$ cat config.mk
export PLATFORM = sky130hd
export DESIGN_NAME = regfile_scoreboard
export DESIGN_NICKNAME = d
export VERILOG_FILES = /design/src/rtl/rf_pkg.sv /design/src/rtl/rf_pending_ctr.sv /design/src/rtl/regfile_scoreboard.sv
export SDC_FILE = /design/constraint.sdc
export NUM_CORES = 2
export LEC_CHECK = 0
export CAP_MARGIN = 40
export CORE_AREA = 2 2 463 465
export DETAILED_ROUTE_END_ITERATION = 10
export DIE_AREA = 0 0 465 467
export HOLD_SLACK_MARGIN = 0.06
export PLACE_DENSITY = 0.49
export SLEW_MARGIN = 20
export SYNTH_ARGS = -nofsm -noshare
export SYNTH_HDL_FRONTEND = slang
export SYNTH_SLANG_ARGS = --single-unit
$ cat constraint.sdc
create_clock -name CLK -period 11.5 [get_ports CLK]
set_clock_uncertainty 0.2 [all_clocks]
set_input_delay 1.15 -clock CLK [delete_from_list [all_inputs] [get_ports CLK]]
set_output_delay 1.15 -clock CLK [all_outputs]
set_load 0.05 [all_outputs]
$ cat src/rtl/rf_pkg.sv
// rtl/rf_pkg.sv - shared constants and types for the integer register file
// Purpose: default geometry plus the address and data-word types used by the
//          register file, its pending-write counters and their bench.
// Ports:   none (package).
package rf_pkg;

  localparam int XLEN_D = 32;
  localparam int NREG_D = 32;

  typedef logic [4:0]        rf_addr_t;
  typedef logic [XLEN_D-1:0] rf_word_t;

endpackage

$ cat src/rtl/rf_pending_ctr.sv
// rtl/rf_pending_ctr.sv - saturating up/down counter of outstanding writes to one register
// Purpose: counts reservations (inc) against retirements (dec) for a single
//          architectural register; never wraps in either direction.
// Ports:   CLK, RESET (sync, active-high)
//          inc       - reservation accepted this cycle
//          dec       - writeback retired this cycle
//          count     - outstanding writes
//          at_max    - count is all ones; the issuer must stall
//          underflow - retirement seen while nothing was outstanding
module rf_pending_ctr
  import rf_pkg::*;
#(
  parameter int PCW = 2
) (
  input  logic           CLK,
  input  logic           RESET,
  input  logic           inc,
  input  logic           dec,
  output logic [PCW-1:0] count,
  output logic           at_max,
  output logic           underflow
);

  localparam logic [PCW-1:0] CNT_MAX = '1;

  always_ff @(posedge CLK) begin
    if (RESET) begin
      count <= '0;
    end else if (inc && !dec && !at_max) begin
      count <= count + PCW'(1);
    end else if (dec && !inc && (count != '0)) begin
      count <= count - PCW'(1);
    end
  end

  assign at_max    = (count == CNT_MAX);
  assign underflow = dec && (count == '0);

endmodule

$ cat src/rtl/regfile_scoreboard.sv
// rtl/regfile_scoreboard.sv - parametrised register file with per-register pending-write scoreboard
// Purpose: NREG x XLEN integer register file (x0 hardwired to zero) with NRP
//          combinational read ports and a saturating outstanding-write counter
//          per register so the hazard unit can stall issue.
// Config:  REGFILE_BYPASS_EN - forward the in-flight writeback to matching read
//          ports and drop busy when that writeback retires the last reservation.
// Ports:   CLK, RESET (sync, active-high)
//          WR_EN/WR_ADDR/WR_DATA        - writeback, always accepted
//          ISSUE_EN/ISSUE_ADDR          - destination reservation
//          ISSUE_STALL                  - reservation refused, counter at max
//          RD_ADDR/RD_DATA/RD_BUSY      - packed read ports, port k at slice k
//          WB_ERR                       - sticky: retirement with nothing pending
module regfile_scoreboard
  import rf_pkg::*;
#(
  parameter int  XLEN = XLEN_D,
  parameter int  NREG = NREG_D,
  parameter int  NRP  = 2,
  parameter int  PCW  = 2,
  localparam int AW   = $clog2(NREG)
) (
  input  logic              CLK,
  input  logic              RESET,
  input  logic              WR_EN,
  input  logic [AW-1:0]     WR_ADDR,
  input  logic [XLEN-1:0]   WR_DATA,
  input  logic              ISSUE_EN,
  input  logic [AW-1:0]     ISSUE_ADDR,
  output logic              ISSUE_STALL,
  input  logic [NRP*AW-1:0] RD_ADDR,
  output logic [NRP*XLEN-1:0] RD_DATA,
  output logic [NRP-1:0]    RD_BUSY,
  output logic              WB_ERR
);

  logic [XLEN-1:0] regs [NREG];
  logic [PCW-1:0]  cnt  [NREG];
  logic [NREG-1:0] at_max;
  logic [NREG-1:0] uf;

  // x0 has no counter: never busy, never stalls, never flags an error.
  assign cnt[0]    = '0;
  assign at_max[0] = 1'b0;
  assign uf[0]     = 1'b0;

  // Stall looks only at the current count, so a same-cycle writeback to the
  // same register cannot release it; keeps the write path off this timing arc.
  assign ISSUE_STALL = ISSUE_EN && (ISSUE_ADDR != '0) && at_max[ISSUE_ADDR];

  always_ff @(posedge CLK) begin
    if (RESET) begin
      for (int i = 0; i < NREG; i++) begin
        regs[i] <= '0;
      end
    end else if (WR_EN && (WR_ADDR != '0)) begin
      regs[WR_ADDR] <= WR_DATA;
    end
  end

  for (genvar i = 1; i < NREG; i++) begin : g_ctr
    logic inc;
    logic dec;
    assign inc = ISSUE_EN && !ISSUE_STALL && (ISSUE_ADDR == AW'(i));
    assign dec = WR_EN && (WR_ADDR == AW'(i));

    rf_pending_ctr #(.PCW(PCW)) u_ctr (
      .CLK       (CLK),
      .RESET     (RESET),
      .inc       (inc),
      .dec       (dec),
      .count     (cnt[i]),
      .at_max    (at_max[i]),
      .underflow (uf[i])
    );
  end

  always_ff @(posedge CLK) begin
    if (RESET) begin
      WB_ERR <= 1'b0;
    end else if (|uf) begin
      WB_ERR <= 1'b1;
    end
  end

  for (genvar k = 0; k < NRP; k++) begin : g_rd
    logic [AW-1:0]   addr;
    logic [XLEN-1:0] stored;
    logic            pending;

    assign addr    = RD_ADDR[k*AW +: AW];
    assign stored  = (addr == '0) ? '0 : regs[addr];
    assign pending = (cnt[addr] != '0);

`ifdef REGFILE_BYPASS_EN
    logic hit;
    assign hit = WR_EN && (WR_ADDR == addr) && (addr != '0);
    assign RD_DATA[k*XLEN +: XLEN] = hit ? WR_DATA : stored;
    // The forwarded value is final only if this writeback retires the last
    // outstanding reservation.
    assign RD_BUSY[k] = pending && !(hit && (cnt[addr] == PCW'(1)));
`else
    assign RD_DATA[k*XLEN +: XLEN] = stored;
    assign RD_BUSY[k]              = pending;
`endif
  end

endmodule

# --- Word-level counts from Yosys, hierarchy flattened ---
# Memories as Yosys holds them, arrays and structs flattened.
# Cells that the tools add are included.
classes:
  n_addsub: 62
  magnitude_cmp: 3
  eq_ne: 93
  muxes: 80
  n_bitwise: 2
  n_reduce_logical: 416
ops:
  columns: ["operator", "n"]
  rows:
  - ["$logic_and A1 B1 Y1", 221]
  - ["$eq A5 B5 Y1 const B", 32]
  - ["$mux W2", 66]
  - ["$reduce_bool A2 Y1", 64]
  - ["$mux W32", 3]
  - ["$logic_not A1 Y1", 94]
  - ["$eq A5 B4 Y1 const B", 16]
  - ["$add A2 B1 Y2 const B", 31]
  - ["$eq A2 B2 Y1 const B", 31]
  - ["$logic_not A2 Y1", 31]
  - ["$sub A2 B1 Y2 const B", 31]
  - ["$eq A5 B3 Y1 const B", 8]
  - ["$reduce_or A32 Y1", 1]
  - ["$reduce_or A31 Y1", 1]
  - ["$bmux W2 S5", 2]
  - ["$eq A5 B2 Y1 const B", 4]
  - ["$ge A6 B6 Y1 const B", 2]
  - ["$not A5 Y6", 2]
  - ["$eq A5 B1 Y1 const B", 2]
  - ["$logic_not A5 Y1", 2]
  - ["$reduce_bool A5 Y1", 2]
  - ["$mux W1", 7]
  - ["$lt A5 B6 Y1 const B", 1]
  - ["$bmux W1 S5", 1]
  - ["$mux W5", 1]
word_totals:
  regBits: 63
  ramBits: 1024
  inputBits: 56
  output_inout_bits: 68
  word_cells: 689
  n_memories: 1
memory_table:
  columns: ["name", "depth", "word_bits", "rd", "rd_ports_with_merged_regs", "wr", "line_no", "source"]
  rows:
  - ["regs", 32, 32, 2, 0, 32, "regfile_scoreboard.sv:36", "logic [XLEN-1:0] regs [NREG];"]

# --- Depth between registers and ports, before layout ---
depth:
  ltp_word: 12
  mapped_depth: 11
  ltp_nobuf: 7

# --- Cells and area by module ---
# A second synthesis with hierarchy kept.
hier_totals:
  hier_cells: 4014
  hier_area_um2: 59772.3
by_module_without_submodules:
  columns: ["module", "n_inst", "cells_each", "area_per_inst_um2", "seq_area_each_um2"]
  rows:
  - ["regfile_scoreboard", 1, 3580, 55893.6, 30769.5]
  - ["rf_pending_ctr", 31, 14, 125.1, 40.0]

# --- Least setup slack after synthesis ---
# OpenSTA, ideal clock, no wires.
synth_path:
  path_type: "input port to output port"
  startpoint: "input port RD_ADDR[5]"
  endpoint: "output port RD_DATA[37]"
  t_arrival_ns: 3.732
  required_ns: 10.150
  path_slack_ns: 6.418
  path_stages: 9
  path_buffers: 5
  cell_sequence: "buf_2 > buf_2 > buf_4 > buf_2 > buf_2 > mux2i_1 > o221ai_1 > a221oi_1 > nor3_1"
synth_between:
  elab_chain_cells: 2
  elab_cells_between_ends: 3
  classes_between: "mux (1); reduce/logical (1); memory (1)"
synth_rtl:
  columns: ["item", "line_no", "source"]
  rows:
  - ["start, declared", "regfile_scoreboard.sv:30", "input logic [NRP*AW-1:0] RD_ADDR,"]
  - ["$mem_v2 Z32 W32 / $logic_not A5 Y1 (equally long branches)", null, null]
  - ["$mux W32 (*)", "regfile_scoreboard.sv:91", "assign stored = (addr == '0) ? '0 : regs[addr];"]
  - ["end, declared", "regfile_scoreboard.sv:31", "output logic [NRP*XLEN-1:0] RD_DATA,"]
# Mark *: on every way between the ends. The rest lies on a longest branch, timed or not.

# --- Final worst setup path ---
layout_path:
  startpoint: "input port RD_ADDR[8]"
  endpoint: "output port RD_DATA[47]"
# Same word-level chain as after synthesis.

==> results.json <==
{
  "hold_start": "g_ctr[13].u_ctr.count[1]",
  "grt_pass1_wl_um": 315000,
  "first_global_vias": 38400,
  "power_density_nw_per_um2": 147,
  "synth.cell_area_um2": 59100,
  "grt.total_usage": 0.208,
  "die-area_um2": 217000,
  "overflow": 0,
  "cts_made_buffers": 131,
  "period_needed_ns": 6.74,
  "cts_tree": "done",
  "holdWs_ns": 0.301,
  "synth_cell_types": 73,
  "io_buffers": 123,
  "hold_buffers": 0,
  "area_growth_pct": 16.3,
  "finalCritPeriodShare": 0.586,
  "grt_max_degree": 100,
  "fill_cells": 20500,
  "max_freq_ghz": 0.148,
  "syn_inst": 4005,
  "cts_resized": 0,
  "instances_no_fill": 6971,
  "nets": 4094,
  "dp_cells": 6719,
  "final_area_um2": 68700,
  "h-tree-depth": 4,
  "synth_most_common_cell": "edfxtp_1",
  "insertion_delay_ns": 0.78,
  "reg2regPathDepth": 8,
  "setup_viol": 0,
  "place.gp.congestion": 0.843,
  "status": "completed",
  "place_area_um2": 64500,
  "slew_violations": 0,
  "critPathLaunchType": "input port",
  "yosys_warnings": 0,
  "drc_errors": 0,
  "netlist_top_cells_count": "edfxtp_1 (1024), and2_1 (935), mux4_2 (569)",
  "synth_top_cell_area_share": 0.520,
  "post-cts-setup-buffers": 0,
  "ant_nets": 0,
  "drtPass1Iterations": 6,
  "clock_sinks": 1087,
  "critPathCaptureType": "output pin",
  "dieWidth_um": 465,
  "ys_ff_latch": 1087,
  "min_path_type": "reg2reg",
  "r2r-start": "g_ctr[17].u_ctr.count[0]",
  "cp-endpoint": "RD_DATA[47]",
  "cts.path.max_buffers": 3,
  "worst_pin_slew_ns": 1.02,
  "yosys.area.top_type": "edfxtp_1",
  "path_clk_slew_ns": 0.05,
  "rows": 169,
  "setup_tns_ns": 0,
  "ys.flop_type": "edfxtp_1",
  "io_pins": 124,
  "async_flop_share": 0,
  "synth_area_per_cell_um2": 14.8,
  "initial_core_util": 0.279,
  "wl_um": 229000,
  "critical_path.startpoint": "RD_ADDR[8]",
  "arrival_ns": 5.39,
  "clock-root-buffer": "clkbuf_16",
  "dpl.hpwl_um": 134000,
  "layout-drive-gt1-share": 0.254,
  "critPathRequiredTime_ns": 10.15,
  "fp.coreArea_um2": 212000,
  "leakage_nw": 23.0,
  "maxCapViolations": 0,
  "irDropWorstVdd_v": 0.000158,
  "critPathKind": "in2out",
  "relSlewSlack": 0.319,
  "reg2reg_slack_ns": 8.59,
  "die_y_um": 467,
  "synth_edf_count": 1024,
  "ys_seq_area_frac": 0.542,
  "hold_viol": 0,
  "vias": 38400,
  "routed_via_density": 5.50,
  "cp_max_fo": 37,
  "rsz0062_at_grt": "false",
  "ys_top_cells_by_area": "edfxtp_1 (52%), mux4_2 (22%), and2_1 (9.9%)",
  "r2r-end": "g_ctr[18].u_ctr.count[1]",
  "wl_per_cell_um": 32.8,
  "grt_antenna_before_repair": 35,
  "drt_iter0_drc": 5028
}
==> metrics by stage <==
step | setup WS (ns) | power, mW | utilization
3_3_place_gp | 4.81 | 6.10 | 0.300
3_5_place_dp | 4.85 | 6.15 | 0.305
2_1_floorplan | 6.42 | 5.56 | -
4_1_cts | 4.83 | 10.2 | 0.324
5_1_grt | 4.71 | 10.4 | 0.325
6_report | 4.76 | 10.1 | 0.325
==> worst min-delay path by stage <==
stage | end | slack, ns | depth (start not counted)
4_1_cts | g_ctr[13].u_ctr.count[1] | 0.30 | 2
2_1_floorplan | g_ctr[15].u_ctr.count[1] | 0.27 | 2
6_report | g_ctr[13].u_ctr.count[1] | 0.30 | 2
5_1_grt | g_ctr[23].u_ctr.count[0] | 0.34 | 1
3_3_place_gp | g_ctr[15].u_ctr.count[1] | 0.30 | 2
3_5_place_dp | g_ctr[13].u_ctr.count[1] | 0.30 | 2
==> power by group <==
part	internal [mW]	switching [mW]	leakage (nW)
Combinational	0.576	0.860	10.8
Sequential	4.54	0.102	10.3
Clock	2.31	1.74	1.99
==> cells in the final DEF, fill, tap and decap left out, drive strengths merged, types with 48 or more instances in the layout <==
master / netlist / final
and2: 935 / 935
and3: 71 / 71
buf: 94 / 175
clkbuf: 324 / 170
clkdlybuf4s50: 0 / 112
clkinv: 1 / 51
dfxtp: 63 / 63
edfxtp: 1024 / 1024
mux2i: 126 / 126
mux4: 569 / 569
nand2: 74 / 74
nor2: 133 / 133
nor3: 77 / 77
o21ai: 48 / 48
==> worst max-delay path: stages <==
cell	delay (ns)
buf_6	0.32
buf_4	0.65
nor2_1	0.16
nand2_4	0.26
buf_4	0.75
o221ai_1	0.24
a221oi_1	0.84
nor3_1	0.17
clkdlybuf4s50_1	0.76
==> kinds of logic (layout without fill, tap and decap cells) <==
group,after synthesis,after routing,share of synthesized area
other,1,44,0.0000635
AND/OR/NAND/NOR,1422,1422,0.142
flip-flops,1087,1087,0.542
AO/OA/AOI/OAI,325,325,0.0396
buffers and inverters,424,526,0.0293
XOR/XNOR,5,5,0.000741
multiplexers,741,741,0.247
==> flip-flops by register name (all words and copies together), names as in the netlist <==
name,flops
g_ctr.u_ctr.count,62
regs,1024
WB_ERR,1
==> per-layer routing <==
layer	up-vias	global-route usage	wire, um
met5	-	0	41
met4	6	0.0586	5860
met3	344	0.0393	20600
met2	2033	0.330	107000
met1	20400	0.290	95500
li1	15600	-	-
==> final cells by class <==
cell class	count	area, um2	share of cell area
inverter	6	27.5	0.000400
sequential	1087	32000	0.466
tap	2821	3530	0.0514
clock buffer	170	3580	0.0521
clock inverter	63	488	0.00710
multi-input combinational	2525	25900	0.376
timing repair buffer	287	3190	0.0464
antenna	12	30.0	0.000437
(Power assumes the default switching activity.)
